## src/rtl/x_dl_sampler_if.sv

```systemverilog
// Frame byte stream from x_dl_sampler to x_uart_tx or x_driver's tx mux.
// Signals: o_valid (byte available), o_data (frame byte), i_accept (sink takes byte).
// Names keep the sampler's point of view; the master modport is the sampler side.
interface x_dl_sampler_if;
  logic       o_valid;
  logic [7:0] o_data;
  logic       i_accept;

  modport master (output o_valid, output o_data, input  i_accept);
  modport slave  (input  o_valid, input  o_data, output i_accept);
endinterface

```

## src/rtl/x_dl_sampler.sv

```systemverilog
// Samples a thermometer code for P_SAMPLES cycles, reduces it to popcount min/max/sum
// plus a bubble count, and streams a 6-byte frame: P_HDR, min, max, sum_hi, sum_lo, bub.
// Latency: first frame byte valid 1 + P_SAMPLES cycles after start; bytes held while i_accept is low.
// Ports: i_clk, i_rst_n (sync, active low), i_start, i_dl[31:0], o_busy; fr = frame stream (master).
module x_dl_sampler #(
  parameter int         P_SAMPLES = 256,
  parameter logic [7:0] P_HDR     = 8'hA5
) (
  input  logic                 i_clk,
  input  logic                 i_rst_n,
  input  logic                 i_start,
  input  logic [31:0]          i_dl,
  output logic                 o_busy,
  x_dl_sampler_if.master       fr
);

  localparam int CW = $clog2(P_SAMPLES);

  typedef enum logic [1:0] {
    S_IDLE   = 2'd0,
    S_SAMPLE = 2'd1,
    S_SEND   = 2'd2
  } state_t;

  state_t          state_q, state_d;
  logic [CW-1:0]   cnt_q;
  logic [7:0]      min_q, max_q, bub_q;
  logic [15:0]     sum_q;
  logic [2:0]      idx_q;

  logic [5:0]      pc;
  logic            bubble;
  logic            last_sample;
  logic            last_byte;
  logic            take;

  function automatic logic [5:0] popcnt(input logic [31:0] v);
    logic [5:0] p;
    p = 6'd0;
    for (int i = 0; i < 32; i++) begin
      p = p + {5'd0, v[i]};
    end
    return p;
  endfunction

  always_comb begin
    pc          = popcnt(i_dl);
    // Adding 1 carries through the low run of ones; any surviving overlap means
    // a one sits above a zero, i.e. the code is not a clean thermometer.
    bubble      = (i_dl & (i_dl + 32'd1)) != 32'd0;
    last_sample = (cnt_q == CW'(P_SAMPLES - 1));
    last_byte   = (idx_q == 3'd5);
    take        = fr.o_valid & fr.i_accept;
  end

  // Next-state logic
  always_comb begin
    state_d = state_q;
    case (state_q)
      S_IDLE:   if (i_start)           state_d = S_SAMPLE;
      S_SAMPLE: if (last_sample)       state_d = S_SEND;
      S_SEND:   if (take && last_byte) state_d = S_IDLE;
      default:                         state_d = S_IDLE;
    endcase
  end

  always_ff @(posedge i_clk) begin
    if (!i_rst_n) begin
      state_q <= S_IDLE;
      cnt_q   <= '0;
      min_q   <= 8'd0;
      max_q   <= 8'd0;
      sum_q   <= 16'd0;
      bub_q   <= 8'd0;
      idx_q   <= 3'd0;
    end else begin
      state_q <= state_d;
      case (state_q)
        S_IDLE: begin
          if (i_start) begin
            cnt_q <= '0;
            min_q <= 8'hFF;
            max_q <= 8'd0;
            sum_q <= 16'd0;
            bub_q <= 8'd0;
          end
        end
        S_SAMPLE: begin
          cnt_q <= cnt_q + 1'b1;
          if ({2'b00, pc} < min_q) min_q <= {2'b00, pc};
          if ({2'b00, pc} > max_q) max_q <= {2'b00, pc};
          sum_q <= sum_q + {10'd0, pc};
          if (bubble && bub_q != 8'hFF) bub_q <= bub_q + 8'd1;
          if (last_sample) idx_q <= 3'd0;
        end
        S_SEND: begin
          if (take) idx_q <= idx_q + 3'd1;
        end
        default: ;
      endcase
    end
  end

  // Outputs are decoded from registered state, so o_data only moves on an accept.
  always_comb begin
    o_busy     = (state_q != S_IDLE);
    fr.o_valid = (state_q == S_SEND);
    fr.o_data  = 8'd0;
    if (state_q == S_SEND) begin
      case (idx_q)
        3'd0:    fr.o_data = P_HDR;
        3'd1:    fr.o_data = min_q;
        3'd2:    fr.o_data = max_q;
        3'd3:    fr.o_data = sum_q[15:8];
        3'd4:    fr.o_data = sum_q[7:0];
        3'd5:    fr.o_data = bub_q;
        default: fr.o_data = 8'd0;
      endcase
    end
  end

endmodule

```

## src/flat_wrapper.sv

```systemverilog
// flat-port wrapper written by rule: the top's interface ports become plain ports
module x_dl_sampler_flat 
#(
  parameter int         P_SAMPLES = 256,
  parameter logic [7:0] P_HDR     = 8'hA5
)
  (i_clk, i_rst_n, i_start, i_dl, o_busy, fr_o_valid, fr_o_data, fr_i_accept);
  x_dl_sampler_if fr_i ();
  input  logic i_clk;
  input  logic i_rst_n;
  input  logic i_start;
  input  logic [31:0] i_dl;
  output logic o_busy;
  output wire logic [$bits(fr_i.o_valid)-1:0] fr_o_valid;
  output wire logic [$bits(fr_i.o_data)-1:0] fr_o_data;
  input wire logic [$bits(fr_i.i_accept)-1:0] fr_i_accept;
  assign fr_o_valid = fr_i.o_valid;
  assign fr_o_data = fr_i.o_data;
  assign fr_i.i_accept = fr_i_accept;
  x_dl_sampler #(.P_SAMPLES(P_SAMPLES), .P_HDR(P_HDR)) u_core (.i_clk(i_clk), .i_rst_n(i_rst_n), .i_start(i_start), .i_dl(i_dl), .o_busy(o_busy), .fr(fr_i));
endmodule
```

## config.mk

```make
export PLATFORM = sky130hd
export DESIGN_NAME = x_dl_sampler_flat
export DESIGN_NICKNAME = d
export VERILOG_FILES = /design/src/rtl/x_dl_sampler_if.sv /design/src/rtl/x_dl_sampler.sv /design/src/flat_wrapper.sv
export SDC_FILE = /design/constraint.sdc
export NUM_CORES = 1
export LEC_CHECK = 0
export ABC_AREA = 1
export CORE_MARGIN = 1.5
export CORE_UTILIZATION = 35
export DETAILED_ROUTE_END_ITERATION = 7
export GPL_TIMING_DRIVEN = 0
export SYNTH_ARGS = -nofsm -noshare
export SYNTH_HDL_FRONTEND = slang
export SYNTH_SLANG_ARGS = --single-unit
```

## constraint.sdc

```tcl
create_clock -name i_clk -period 13 [get_ports i_clk]
set_input_delay 2.6 -clock i_clk [delete_from_list [all_inputs] [get_ports i_clk]]
set_output_delay 2.6 -clock i_clk [all_outputs]
set_load 0.1 [all_outputs]
```

Word level (Yosys, flattened, before mapping)
Index checks and enable logic that the tools add are counted.

cells by class
  reduce and logical (&&, ||, !) cells = 14
  muxes and demuxes = 20
  equality and inequality tests = 16
  magnitude comparators = 2
  add/sub/neg operators = 36
  bitwise logic cells = 2

operators with widths
  kind                                                              count
  6-bit by 1-bit adder with 6-bit output                            30
  8-bit case mux with 2 select lines                                4
  8-bit two-way mux                                                 6
  8-bit case mux with 6 select lines                                1
  32-bit by 1-bit adder with 32-bit output (second input constant)  1
  32-bit bitwise AND                                                1
  16-bit case mux with 2 select lines                               1
  32-bit nonzero test                                               1
  16-bit by 6-bit adder with 16-bit output                          1
  8-bit by 1-bit adder with 8-bit output (second input constant)    2
  16-bit two-way mux                                                1
  3-bit AND reduction                                               5
  8-bit == test (second input constant)                             1
  6-bit by 8-bit > comparator with 1-bit output                     1
  6-bit by 8-bit less-than comparator with 1-bit output             1
  2-bit by 1-bit != test with 1-bit output (second input constant)  4
  8-bit != test (second input constant)                             1
  3-bit by 2-bit == test with 1-bit output (second input constant)  2
  3-bit == test (second input constant)                             2
  2-bit two-way mux                                                 3
  3-bit two-way mux                                                 2
  2-bit != test (second input constant)                             3
  2-bit case mux with 3 select lines                                1
  3-bit case mux with 2 select lines                                1
  other kinds (11)                                                  14

word-level totals
  input bits = 36
  register bits = 53
  logic and storage cells = 97

Longest topological paths before layout
  word-level depth = 34
  gate-level depth with buffers = 32
  gate-level depth less buffers = 32

Worst setup path before layout
OpenSTA, ideal clock, no wires.

  path type = in2reg
  start point = input i_dl[0]
  end point = register u_core.sum_q[14]
  path buffers = 0
  required time = 12887 ps
  stages on the path = 23
  path slack = 4583 ps
  library setup time = 113 ps
  arrival = 8304 ps
  cell sequence = inv_1 > ha_1 > fa_1 > fa_1 > fa_1 > fa_1 > fa_1 > fa_1 > fa_1 > fa_1 > o21ai_0 > xor2_1 > inv_1 > ha_1 > nand2_1 > o21ai_0 > nand2_1 > nor2_2 > nand2_1 > nor3_2 > nand2_1 > nor2_1 > nor2_1

between the ends
  cells in the longest elaborated chain, start to end = 33

ends and longest elaborated chain
  item                                                   RTL line            RTL
  start, declared                                        flat_wrapper.sv:12  input logic [31:0] i_dl;
  1-bit by 1-bit adder with 2-bit output                 x_dl_sampler.sv:41  p = p + {5'd0, v[i]};
  6-bit by 1-bit adder with 6-bit output (30 in series)  x_dl_sampler.sv:41
  16-bit by 6-bit adder with 16-bit output               x_dl_sampler.sv:92  sum_q <= sum_q + {10'd0, pc};
  16-bit case mux with 2 select lines                    x_dl_sampler.sv:78  case (state_q)
  end signal, assigned                                   x_dl_sampler.sv:92
  end, declared                                          x_dl_sampler.sv:28  logic [15:0] sum_q;

No other way between the ends.
A chain may end at the register's enable or synchronous reset.

Final worst setup path
Ends and elaborated chain as after synthesis.

==> run summary <==
The worst setup path is launched from a primary input. The root cell of the clock tree was sky130_fd_sc_hd__clkbuf_16. The slowest stage of the critical path is the sky130_fd_sc_hd__fa_1 cell. Once placement completed, the tool counted placed cells totaling 899. Commonest non-fill, non-tap cell in the layout: sky130_fd_sc_hd__nand2_1. For the worst voltage drop across the vdd grid, the log shows 175 uV.

The dominant cell type by count on the critical path is sky130_fd_sc_hd__fa_1. After technology mapping, the gate count stands at 682. The number of antenna violations at the first check in global routing is 0. The synthesized design contains 50 register bits. Setup repair after global routing left no endpoint under its margin. After floorplanning, the core was sized to cover 12800 um^2. The run finished with clean final reports. Clock-pin slew was measured on the worst setup and hold paths at 70 ps. The total nets after synthesis was 782; the share of flip-flops with an asynchronous set or reset after synthesis was 0%. After detailed routing, the total wire length is 12.7 mm. The worst hold path depth came out at 1. Wire length of the first global-routing pass: 20.9 mm.

In this run, CTS created clock tree buffers numbering 5. The non-filler instance count after layout came out at 907. By area the synthesized netlist is led by sky130_fd_sc_hd__dfxtp_1, sky130_fd_sc_hd__nand2_1, sky130_fd_sc_hd__fa_1.

For the hold violation count in the final report, the log shows 0. After synthesis, the largest area contributor takes up 21.6% of total cell area. The quantity of gates resized following cts was 0.

The final routed DRC violation total was 0; the number of hold buffers added after cts was 0. TritonCTS built the clock tree. Hold timing on the final database bottoms out at a slack of 453 ps. The number of setup buffers added after CTS is 0. Detailed placement finished with a half-perimeter wire length of 10.8 mm. The total cell area at the placement stage was 5290 um^2.

In this run the static leakage power is 2.29 nW. After the last flow step, the layout net total stands at 834. The routed wire length per instance came out at 14.0 um. Setup violations remaining at the end of the flow were counted as 0. Setup slack on the worst reg-to-reg path comes out at 10330 ps.

Subtracting the final worst setup slack from the clock period gives 9350 ps. A synthesized cell averages 6.78 um^2. The starting density of the core came out at 36.2%. The gate family responsible for the most delay along the worst path was adder cells.

Summed over all failing endpoints, the final setup total negative slack is 0 ps. The detail route stage leaves a number of antenna-violating nets equal to 0. The first-iteration detailed-routing DRC count is 378. The total track usage came out at 18.4%. Horizontal die dimension: 118 um. The biggest area contributor in the post-synthesis netlist is sky130_fd_sc_hd__dfxtp_1. The smallest setup slack after layout was 3650 ps. The count of vias placed by the detailed router is 4528, and the final global-route overflow total is 0.

Count of pins over their slew limit: 0. The startpoint identified for the worst hold timing path is u_core.sum_q[9]. The I/O pin count came out at 46.

The floorplan step set the die height to 118 um. In this run the critical register-to-register path is captured at u_core.sum_q[14]. The tools report the destination of the worst hold path as u_core.sum_q[9]. The tools report the total iterations of the first detailed-routing run as 6.

Counting cells, the worst reg-to-reg path comes to 16. The die covers 13900 um^2. The number of filler instances in the final layout is 1318. Data on the critical path arrives at its endpoint at 9580 ps.

Clock skew on the completed layout was measured at 12.7 ps. After routing the design area is 5440 um^2. For the worst setup path, the data required time is 13240 ps. The ratio of total power to cell area works out to 302 nW/um^2.

The tools report the Yosys warning count as 0. After synthesis, the netlist uses 43 different library cells. Based on the critical path, the design can be clocked at up to 0.107 GHz.

STA classifies the critical path endpoint as a flop. The highest net fanout along the worst path came out at 5. Compared with the post-synthesis result, the final layout area differs by 17.6%. The weighted congestion at the end of routability-driven global placement is 0.922.

The critical path is of the primary input to flop type. The final worst-path cycle share came out at 71.9%. 0 antenna diodes ended up in the layout. The logs give 4345 for the via count of the first global-routing pass and 3360 ps for the pre-CTS setup slack. The cell area that synthesis handed to floorplanning was 4620 um^2. The tool flagged a number of max-cap violations equal to 0.

The floorplan has 41 rows. Yosys mapped a number of flops with a built-in enable equal to 0. In this run the worst hold path is classified as flop to flop. No sink is reached through more buffers than the 2 on the longest clock path.

The logs give 21.6% for the share of synthesized area occupied by flip-flops and latches and 34.3% for the relative slew slack. The number of levels the H-tree was split into was 2; the total buffers and inverters traversed by the critical path was 2. Of the cells placed in the final design, the portion with a size suffix greater than 1 is 5.31%.

The count of port buffers added during placement is 45. In the routed layout, each cell is associated on average with a via count of 4.99. In the layout the commonest cells are sky130_fd_sc_hd__nand2_1, sky130_fd_sc_hd__inv_1, sky130_fd_sc_hd__nor2_1, sky130_fd_sc_hd__a21oi_1, sky130_fd_sc_hd__dfxtp_1.

Largest net degree at the start of global routing: 18. The run gives 50 as the clock sink count. Clock latency on the worst-skew pair, taken at its later pin, is 300 ps. At the pin with the least slew margin, the transition time is 983 ps.

The startpoint identified for the worst register-to-register timing path is u_core.sum_q[0]. The largest single stage delay on the critical path is 570 ps. In the synthesized netlist the dominant register cell turns out to be sky130_fd_sc_hd__dfxtp_1.
-- layout make-up --
cell class,instances,area [um^2],share of cell area [%]
timing repair buffer,45,450,8.28
inverter,125,469,8.63
clock buffer,5,125,2.30
multi-input combinational,500,3120,57.3
buffer,7,35.0,0.644
tap,172,215,3.96
clock inverter,3,23.8,0.437
sequential,50,1000,18.4
-- routing by layer --
| metal | vias up | wire length, um | share of wire [%] | GRT usage, % |
|---|---|---|---|---|
| met1 | 2095 | 6050 | 48 | 25.1 |
| met2 | 120 | 5850 | 46 | 31.0 |
| met4 | 0 | 155 | 1.2 | 4.04 |
| met3 | 9 | 605 | 4.8 | 2.52 |
| met5 | - | 0 | 0 | 0 |
| li1 | 2304 | - | - | - |
-- logic make-up (layout without fill, tap and decap cells) --
group	Yosys count	in the layout	synth area share [%]
and+or+nand+nor	301	301	29.0
buffers and inverters	132	185	10.9
AOI/OAI and AO/OA	127	127	15.6
adders and majority gates	64	64	21.4
DFF	50	50	21.6
xor gates and xnor gates	8	8	1.52
-- flip-flops by register name, summed over array words and instances (netlist names) --
name,flops
u_core.cnt_q,8
u_core.max_q,6
u_core.sum_q,16
u_core.state_q,2
u_core.bub_q,8
u_core.idx_q,3
u_core.min_q,7
-- Yosys cell counts (2+ instances only) --
library cell and count:
sky130_fd_sc_hd__nor2_1 76, sky130_fd_sc_hd__nand2_2 5, sky130_fd_sc_hd__a221oi_1 2, sky130_fd_sc_hd__clkbuf_1 5
sky130_fd_sc_hd__a31oi_1 9, sky130_fd_sc_hd__inv_2 5, sky130_fd_sc_hd__nor2_2 7, sky130_fd_sc_hd__ha_1 39
sky130_fd_sc_hd__inv_1 117, sky130_fd_sc_hd__nand2_4 3, sky130_fd_sc_hd__a21oi_1 52, sky130_fd_sc_hd__nor3b_1 2
sky130_fd_sc_hd__clkinv_1 3, sky130_fd_sc_hd__a22oi_1 2, sky130_fd_sc_hd__nand3_1 34, sky130_fd_sc_hd__dfxtp_1 50
sky130_fd_sc_hd__nand4_1 8, sky130_fd_sc_hd__o21ai_0 34, sky130_fd_sc_hd__a211oi_1 6, sky130_fd_sc_hd__nor3_1 11
sky130_fd_sc_hd__nor2_4 4, sky130_fd_sc_hd__a2111oi_0 2, sky130_fd_sc_hd__o21a_1 2, sky130_fd_sc_hd__nor3_2 2
sky130_fd_sc_hd__fa_1 25, sky130_fd_sc_hd__xnor2_1 3, sky130_fd_sc_hd__nand2_1 143, sky130_fd_sc_hd__o21ai_1 5
sky130_fd_sc_hd__o22ai_1 8, sky130_fd_sc_hd__xor2_1 5
-- stage by stage --
step	power [mW]	util, %
after floorplan	1.18	-
after global placement	1.44	41.4
after detailed placement	1.50	41.4
after CTS	1.65	42.6
after global routing	1.85	42.6
final	1.64	42.6
-- worst max-delay path by stage --
stage                     depth (start not counted)                to  startpoint
after global placement                           24  u_core.sum_q[14]     i_dl[0]
after floorplan                                  23  u_core.sum_q[14]     i_dl[0]
after CTS                                        25  u_core.sum_q[14]     i_dl[0]
after global routing                             30  u_core.sum_q[14]     i_dl[0]
after detailed placement                         24  u_core.sum_q[14]     i_dl[0]
final                                            25  u_core.sum_q[14]     i_dl[0]
-- power breakdown --
part	total (mW)	switching [mW]	internal, mW
clock	0.134	0.0624	0.0721
sequential	0.205	0.0215	0.183
combinational	1.30	0.819	0.485
Note: power is estimated with default switching activity, not from simulation.
